==> src/rtl/blake_round_if.sv <==
// Message-in and digest-out handshakes between a block source/digest sink and the
// Blake-512 round controller.
interface blake_round_if;
  logic        msg_valid;
  logic        msg_last;
  logic [10:0] msg_bits;
  logic        msg_ready;
  logic        hash_valid;
  logic        hash_ready;

  modport master (
    output msg_valid,
    output msg_last,
    output msg_bits,
    input  msg_ready,
    input  hash_valid,
    output hash_ready
  );

  modport slave (
    input  msg_valid,
    input  msg_last,
    input  msg_bits,
    output msg_ready,
    output hash_valid,
    input  hash_ready
  );
endinterface

==> src/rtl/blake_round_ctrl.sv <==
// Blake-512 block sequencer: accepts 1024-bit blocks, runs one 64-step sweep of the
// 2G core, waits for the step counter's delayed ready, finalises, and emits the digest.
module blake_round_ctrl #(
  parameter int DRAIN_MAX = 80,
  parameter int T_W       = 128
) (
  input  logic           clk,
  input  logic           rstb,
  blake_round_if.slave   bus,
  output logic           init_en,
  output logic [T_W-1:0] t_out,
  output logic           round_ing,
  input  logic           count_done,
  input  logic           rdy_from_counter,
  output logic           final_en,
  output logic           busy,
  output logic           err
);

  localparam int DC_W = $clog2(DRAIN_MAX);
  localparam logic [DC_W-1:0] DRAIN_LAST = DC_W'(DRAIN_MAX - 1);

  typedef enum logic [2:0] {
    S_IDLE,
    S_LOAD,
    S_RUN,
    S_DRAIN,
    S_FINAL,
    S_OUT
  } state_t;

  state_t          state_q, state_d;
  logic [T_W-1:0]  t_acc_q, t_acc_d;
  logic [T_W-1:0]  t_out_q, t_out_d;
  logic [DC_W-1:0] drain_cnt_q, drain_cnt_d;
  logic            last_q, last_d;
  logic            init_en_q, init_en_d;
  logic            round_ing_q, round_ing_d;
  logic            final_en_q, final_en_d;
  logic            hash_valid_q, hash_valid_d;
  logic            busy_q, busy_d;
  logic            err_q, err_d;
  logic [T_W-1:0]  blk_bits;

  // A block never carries more than 1024 message bits.
  function automatic logic [10:0] sat_bits(input logic [10:0] bits);
    return (bits > 11'd1024) ? 11'd1024 : bits;
  endfunction

  assign blk_bits = T_W'(sat_bits(bus.msg_bits));

  always_comb begin
    state_d      = state_q;
    t_acc_d      = t_acc_q;
    t_out_d      = t_out_q;
    drain_cnt_d  = drain_cnt_q;
    last_d       = last_q;
    init_en_d    = 1'b0;
    round_ing_d  = round_ing_q;
    final_en_d   = 1'b0;
    hash_valid_d = hash_valid_q;
    busy_d       = busy_q;
    err_d        = err_q;

    case (state_q)
      S_IDLE: begin
        if (bus.msg_valid) begin
          last_d    = bus.msg_last;
          t_acc_d   = t_acc_q + blk_bits;
          // A padding-only block is hashed with counter 0, but t still accumulates.
          t_out_d   = (bus.msg_bits == 11'd0) ? '0 : t_acc_d;
          init_en_d = 1'b1;
          busy_d    = 1'b1;
          state_d   = S_LOAD;
        end
      end
      S_LOAD: begin
        round_ing_d = 1'b1;
        state_d     = S_RUN;
      end
      S_RUN: begin
        if (count_done) begin
          round_ing_d = 1'b0;
          drain_cnt_d = '0;
          state_d     = S_DRAIN;
        end
      end
      S_DRAIN: begin
        if (rdy_from_counter) begin
          drain_cnt_d = '0;
          final_en_d  = 1'b1;
          state_d     = S_FINAL;
        end else if (drain_cnt_q == DRAIN_LAST) begin
          drain_cnt_d = '0;
          err_d       = 1'b1;
          final_en_d  = 1'b1;
          state_d     = S_FINAL;
        end else begin
          drain_cnt_d = drain_cnt_q + DC_W'(1);
        end
      end
      S_FINAL: begin
        if (last_q) begin
          hash_valid_d = 1'b1;
          state_d      = S_OUT;
        end else begin
          busy_d  = 1'b0;
          state_d = S_IDLE;
        end
      end
      S_OUT: begin
        if (bus.hash_ready) begin
          hash_valid_d = 1'b0;
          t_acc_d      = '0;
          busy_d       = 1'b0;
          state_d      = S_IDLE;
        end
      end
      default: begin
        state_d = S_IDLE;
      end
    endcase
  end

  always_ff @(posedge clk or negedge rstb) begin
    if (!rstb) begin
      state_q      <= S_IDLE;
      t_acc_q      <= '0;
      t_out_q      <= '0;
      drain_cnt_q  <= '0;
      last_q       <= 1'b0;
      init_en_q    <= 1'b0;
      round_ing_q  <= 1'b0;
      final_en_q   <= 1'b0;
      hash_valid_q <= 1'b0;
      busy_q       <= 1'b0;
      err_q        <= 1'b0;
    end else begin
      state_q      <= state_d;
      t_acc_q      <= t_acc_d;
      t_out_q      <= t_out_d;
      drain_cnt_q  <= drain_cnt_d;
      last_q       <= last_d;
      init_en_q    <= init_en_d;
      round_ing_q  <= round_ing_d;
      final_en_q   <= final_en_d;
      hash_valid_q <= hash_valid_d;
      busy_q       <= busy_d;
      err_q        <= err_d;
    end
  end

  // Gated by rstb so the source sees "not ready" for the whole reset window.
  assign bus.msg_ready  = rstb & (state_q == S_IDLE);
  assign bus.hash_valid = hash_valid_q;
  assign init_en        = init_en_q;
  assign t_out          = t_out_q;
  assign round_ing      = round_ing_q;
  assign final_en       = final_en_q;
  assign busy           = busy_q;
  assign err            = err_q;

endmodule

==> src/flat_wrapper.sv <==
// flat-port wrapper written by rule: the top's interface ports become plain ports
module blake_round_ctrl_flat 
#(
  parameter int DRAIN_MAX = 80,
  parameter int T_W       = 128
)
  (clk, rstb, init_en, t_out, round_ing, count_done, rdy_from_counter, final_en, busy, err, bus_msg_valid, bus_msg_last, bus_msg_bits, bus_msg_ready, bus_hash_valid, bus_hash_ready);
  blake_round_if bus_i ();
  input  logic clk;
  input  logic rstb;
  output logic init_en;
  output logic [T_W-1:0] t_out;
  output logic round_ing;
  input  logic count_done;
  input  logic rdy_from_counter;
  output logic final_en;
  output logic busy;
  output logic err;
  input wire logic [$bits(bus_i.msg_valid)-1:0] bus_msg_valid;
  input wire logic [$bits(bus_i.msg_last)-1:0] bus_msg_last;
  input wire logic [$bits(bus_i.msg_bits)-1:0] bus_msg_bits;
  output wire logic [$bits(bus_i.msg_ready)-1:0] bus_msg_ready;
  output wire logic [$bits(bus_i.hash_valid)-1:0] bus_hash_valid;
  input wire logic [$bits(bus_i.hash_ready)-1:0] bus_hash_ready;
  assign bus_i.msg_valid = bus_msg_valid;
  assign bus_i.msg_last = bus_msg_last;
  assign bus_i.msg_bits = bus_msg_bits;
  assign bus_msg_ready = bus_i.msg_ready;
  assign bus_hash_valid = bus_i.hash_valid;
  assign bus_i.hash_ready = bus_hash_ready;
  blake_round_ctrl #(.DRAIN_MAX(DRAIN_MAX), .T_W(T_W)) u_core (.clk(clk), .rstb(rstb), .bus(bus_i), .init_en(init_en), .t_out(t_out), .round_ing(round_ing), .count_done(count_done), .rdy_from_counter(rdy_from_counter), .final_en(final_en), .busy(busy), .err(err));
endmodule
==> config.mk <==
export PLATFORM = sky130hd
export DESIGN_NAME = blake_round_ctrl_flat
export DESIGN_NICKNAME = d
export VERILOG_FILES = /design/src/rtl/blake_round_if.sv /design/src/rtl/blake_round_ctrl.sv /design/src/flat_wrapper.sv
export SDC_FILE = /design/constraint.sdc
export NUM_CORES = 1
export LEC_CHECK = 0
export ABC_AREA = 1
export BUFFER_PORTS_ARGS = -buffer_cell sky130_fd_sc_hd__buf_4
export CORE_MARGIN = 1
export CORE_UTILIZATION = 50
export CTS_CLUSTER_SIZE = 16
export DETAILED_ROUTE_END_ITERATION = 7
export PLACE_DENSITY = 0.69
export SLEW_MARGIN = 10
export SYNTH_ARGS = -nofsm -noshare
export SYNTH_HDL_FRONTEND = slang
export SYNTH_SLANG_ARGS = --single-unit
==> constraint.sdc <==
create_clock -name clk -period 2.6 [get_ports clk]
set_input_delay 0.39 -clock clk [delete_from_list [all_inputs] [get_ports clk]]
set_output_delay 0.39 -clock clk [all_outputs]
set_load 0.005 [all_outputs]
# --- Yosys cells after proc, flatten, opt, wreduce, memory -nomap -nowiden ---
# Index checks and enable logic that the tools add are counted.
totals:
  reg_bits: 273
  latchBits: 0
  mem_bits_rw: 0
  mem_bits_ro: 0
  inputBits: 18
  out_inout_bits: 135
  word_cells: 72
  n_memories: 0
classes:
  add_sub_neg: 2
  n_mul: 0
  div: 0
  order_cmp: 1
  n_eq_ne: 12
  shifts: 0
  mux: 29
  bitwise: 2
  reduce_logical: 15
op_table:
  columns: ["operator", "n"]
  rows:
  - ["$mux W128", 3]
  - ["$pmux W128 S2", 1]
  - ["$add A128 B11 Y128", 1]
  - ["$mux W7", 3]
  - ["$mux W3", 6]
  - ["$pmux W3 S6", 1]
  - ["$pmux W7 S2", 1]
  - ["$gt A11 B11 Y1 const B", 1]
  - ["$logic_not A11 Y1", 1]
  - ["$mux W11", 1]
  - ["$mux W1", 10]
  - ["$reduce_and A3 Y1", 3]
  - ["$ne A2 B2 Y1 const B", 4]
  - ["$reduce_and A4 Y1", 2]
  - ["$reduce_bool A2 Y1", 4]
  - ["$add A7 B1 Y7 const B", 1]
  - ["$eq A7 B7 Y1 const B", 1]
  - ["$eq A3 B2 Y1 const B", 2]
  - ["$eq A3 B3 Y1 const B", 2]
  - ["$reduce_and A2 Y1", 3]
  - ["$pmux W1 S2", 2]
  - ["$eq A3 B1 Y1 const B", 1]
  - ["$logic_not A3 Y1", 1]
  - ["$ne A3 B2 Y1 const B", 1]
  - ["other kinds (5)", 5]

# --- Longest topological paths before layout ---
logic_depth:
  ltp_word: 5
  depth_mapped: 22
  mapped_depth_nobuf: 22

# --- Worst setup path before layout ---
# OpenSTA, ideal clock, no wires.
synth_path:
  path_type: "input-to-reg"
  from: "input port bus_msg_bits[0]"
  to: "register u_core.t_out_q[96] (netlist: u_core.t_out[96])"
  setup_time_ns: 0.117
  arrival_ns: 2.690
  required_time_ns: 2.483
  setup_slack_ns: -0.206
  path_stages: 22
  path_buffers: 0
  path_cell_list: "nor2_1 > nand3_1 > nor4_2 > nor2_1 > nor2_1 > ha_1 > inv_1 > fa_1 > inv_1 > nand3_1 > nand2_2 > nand2_1 > nand2_2 > nand2_1 > nand2_2 > nand2_1 > inv_1 > nand2_1 > nand2_1 > nand2_1 > nand2_1 > nand2_1"
synth_between:
  elab_chain_len: 4
  word_cells_on_any_way: 5
  cone_classes: "add/sub (1); order compare (1); mux (2); reduce/logical (1)"
synth_rtl:
  columns: ["element", "line_no", "source"]
  rows:
  - ["start, declared", "flat_wrapper.sv:21", "input wire logic [$bits(bus_i.msg_bits)-1:0] bus_msg_bits;"]
  - ["$gt A11 B11 Y1", "blake_round_ctrl.sv:47", "return (bits > 11'd1024) ? 11'd1024 : bits;"]
  - ["$mux W11", "blake_round_ctrl.sv:47", null]
  - ["$add A128 B11 Y128", "blake_round_ctrl.sv:69", "t_acc_d = t_acc_q + blk_bits;"]
  - ["$mux W128 *", "blake_round_ctrl.sv:71", "t_out_d = (bus.msg_bits == 11'd0) ? '0 : t_acc_d;"]
  - ["end signal, assigned", "blake_round_ctrl.sv:141", "t_out_q <= t_out_d;"]
  - ["end, declared", "blake_round_ctrl.sv:34", "logic [T_W-1:0] t_out_q, t_out_d;"]
# Every way passes the cells marked *; elsewhere a longest branch is shown, timed or not.
# A chain may end at the register's enable or synchronous reset.

# --- Final worst setup path ---
layout_path:
  from: "input port bus_msg_bits[6]"
  to: "register u_core.t_acc_q[57]"
layout_between:
  elab_chain_len: 5
layout_rtl:
  columns: ["element", "line_no", "source"]
  rows:
  - ["$gt A11 B11 Y1", "blake_round_ctrl.sv:47", null]
  - ["$mux W11 *", "blake_round_ctrl.sv:47", null]
  - ["$add A128 B11 Y128 *", "blake_round_ctrl.sv:69", null]
  - ["$mux W128 *", "blake_round_ctrl.sv:67", "if (bus.msg_valid) begin"]
  - ["$pmux W128 S2 *", "blake_round_ctrl.sv:65", "case (state_q)"]
  - ["end signal, assigned", "blake_round_ctrl.sv:140", "t_acc_q <= t_acc_d;"]
  - ["end, declared", "blake_round_ctrl.sv:33", "logic [T_W-1:0] t_acc_q, t_acc_d;"]
# Every way passes the cells marked *; elsewhere a longest branch is shown, timed or not. The select of a mux whose other input is x is not followed.

==> run metrics <==
status=finished with violations; failing checks=design-rule violations; die area=around 33000 sq um; Slew headroom=0.432; Power per Cell Area=between 600 and 700 nW/um^2; Die X=181 um; CP max stage cell=ha_4; die height=~180 um; Ys Warns=0; DRC violation count after routing=1; Clock Sinks=273; initial core utilization=0.508; DP HPWL=47.7 mm; peak supply drop=0.681 mV; # setup viols final=0; Final GP Congestion=1.02; cell taking the most area after synthesis=dfrtp_1; GR Util All Layers=0.374; final worst-path cycle share=0.956; crit path launch type=input port; Final #Nets=~2600; max frequency=402 MHz; synthesized area per cell=6.74 sq um; row count=65; unrepaired setup endpoints after global routing=yes; H-tree levels=1; core area=31500 sq um; fillers=2825; initial DRC count=1536; Critical Path Max Stage Delay=0.25 ns; Mapped Cells=2371; Clock Tree Buf Depth=3; placed insts=between 2000 and 3000; routed via count=16400; critical path type=in2reg; Fin. Hold Viols=0; Most Frequent Cell on Critical Path=nand2_1; worst path arrival time=2.91 ns; CP endpoint kind=register; Tightest Pin Transition=around 0.85 ns; Synth top area share=0.427; worst skew pair latency=0.58 ns; post-synthesis sequential element count=273; Syn Nets=2402; most common cell after layout, fill and taps aside=nand2_1; Area Overhead vs Synth=24.1%; LEAKAGE=9.74 nW; vias in the first global route=roughly 16000; post-synth cell types=42; I/O Pins=around 150; first-pass GRT wire length=between 90 and 100 mm; Worst Path Required=3.02 ns; share of cells above drive strength 1=0.173; cell family with most CP delay=simple AND/OR/NAND/NOR gates; area of placed instances=18500 sq um; Clock Root Buffer=clkbuf_16; CTS tree=built; fin. max-slew vios=0; post-layout min period=2.49 ns; ant diodes=0; Max Cap Viol=0; Hold Crit Class=in2reg; most frequent cells in the layout=1117 x nand2_1, 286 x nor2_1, 273 x dfrtp_1; largest net degree at the start of global routing=~160; FF-to-FF Start=u_core.t_acc_q[62]; crit path max fanout=9; total power=between 0.01 and 0.015 W; crit path launch=bus_msg_bits[6]; Area contributors post-synth=dfrtp_1 43%, nand2_1 27%, nor2_1 6.9%; Layout Cells excl Fill=3043; number of port buffers=152; final instance area=between 15000 and 20000 sq um; Worst-path clk slew=around 0.060 ns; Netlist Area Pre-Place=approximately 16000 sq um; post-route ant nets=0; Layout Skew=between 0.02 and 0.03 ns; final WL=slightly above 60 mm; final core area utilization=0.630; CP Cell Sequence=buf_4 -> inv_1 -> nand4_1 -> nor4_4 -> nor2_2 -> buf_4 -> nor2_2 -> ha_4 -> nand2_1 -> nand2_1 -> inv_1 -> nand2_1 -> buf_4 -> inv_1 -> nand3_4 -> nand2_1 -> nand2_4 -> nand3_2 -> nand2_1 -> nand2_1 -> o21ai_0; Avg WL per Cell=between 20 and 25 um; CP bufs+invs=6; antenna violations before repair=0; post-synthesis sequential area ratio=0.427; total gr overflow=0; 1st-pass router iterations=8; critical hold path startpoint=rdy_from_counter; clock buffer count from CTS=30; vias per cell=between 5 and 6
-- kinds of logic (layout without fill, tap and decap cells) --
family / count (synthesis) / after routing / share of synthesized area
AO/OA/AOI/OAI: 125 / 125 / 0.0426
XOR/XNOR: 64 / 64 / 0.0351
adder cells (fa/ha/maj): 13 / 13 / 0.0106
flip-flops: 273 / 273 / 0.427
buffers and inverters: 237 / 507 / 0.0600
AND/OR/NAND/NOR: 1659 / 1659 / 0.424
-- registers in the layout, indices dropped and copies added, names as in the netlist --
register,count
u_core.state_q,3
u_core.bus.hash_valid,1
u_core.t_out,128
u_core.busy,1
u_core.init_en,1
u_core.t_acc_q,128
u_core.final_en,1
u_core.last_q,1
u_core.round_ing,1
u_core.err,1
u_core.drain_cnt_q,7
-- final cells by class --
| type | instances | area, sq um | share of cell area |
|---|---|---|---|
| clock buffers | 40 | 848 | 0.0428 |
| clock inverters | 16 | 156 | 0.00788 |
| inverters | 181 | 683 | 0.0344 |
| multi-input cells | 1861 | 8560 | 0.432 |
| flip-flops and latches | 273 | 6830 | 0.344 |
| well taps | 402 | 503 | 0.0254 |
| repair buffers | 270 | 2260 | 0.114 |
-- metrics by stage --
step                setup WS [ns]  hold WS, ns  TNS [ns]
floorplan                  -0.172       0.0944     -3.53
global placement           -0.479        0.330    -86.01
detailed placement         -0.567        0.334   -105.12
CTS                        0.0285      0.00990         0
global route              -0.0894       0.0236     -1.18
finish                      0.114       0.0227         0
-- report_power, final --
part	switching [W]	internal [W]	total [W]
clock network	0.00185	0.00250	0.00435
logic	0.00241	0.00140	0.00381
registers	0.000511	0.00487	0.00538
total	0.00477	0.00877	0.0135
-- synthesized netlist by cell type --
library cell	number
buf_4	4
nor2_2	15
dfrtp_1	273
buf_1	2
nand2_4	3
a2bb2oi_1	1
nor3_2	6
clkbuf_1	26
and2_1	1
a21o_1	2
nor4_2	1
o31ai_1	1
nor2_4	8
a21boi_2	1
nor3b_1	2
a21oi_2	2
nor4_1	1
nand3_2	3
inv_2	3
buf_2	20
nand3_1	92
nand2_2	15
a21oi_1	10
xnor2_1	25
xor2_1	39
nor3_1	10
inv_1	177
o21ai_0	86
nand4_1	31
fa_1	1
a211oi_1	1
a21o_2	1
clkinv_1	1
nand3b_1	28
o21ai_2	3
nand3_4	1
o21ai_1	6
o22ai_1	11
nor2_1	293
buf_6	4
ha_1	12
nand2_1	1149
-- what timing repair did --
| action | 4_1_cts | 5_1_grt |
|---|---|---|
| hold endpoints to repair | 47 | 0 |
| resized for setup | 0 | 81 |
| buffers inserted | 0 | 2 |
| setup endpoints to repair | 0 | 213 |
| hold buffers | 1 | 0 |
-- final timing paths --
| path | end | slack (ns) | cells after the start |
|---|---|---|---|
| setup / recovery | u_core.t_acc_q[57] | 0.11 | 21 |
| hold / removal | u_core.drain_cnt_q[5] | 0.02 | 2 |
| setup reg to reg | u_core.t_acc_q[69] | 0.16 | 11 |
| hold reg to reg | u_core.err | 0.46 | 1 |
| max in group asynchronous | u_core.t_acc_q[93] | 1.33 | 3 |
| min in group asynchronous | u_core.t_out[1] | 0.34 | 2 |
-- routing by layer --
layer  part of all wire  GRT usage  routed length (um)
met1               0.44      0.521               26700
met2               0.45      0.598               27300
met3              0.079     0.0548                4850
met4              0.039      0.122                2380
met5                  0          0                   0
No activity file was read; power rests on OpenSTA's default activity.
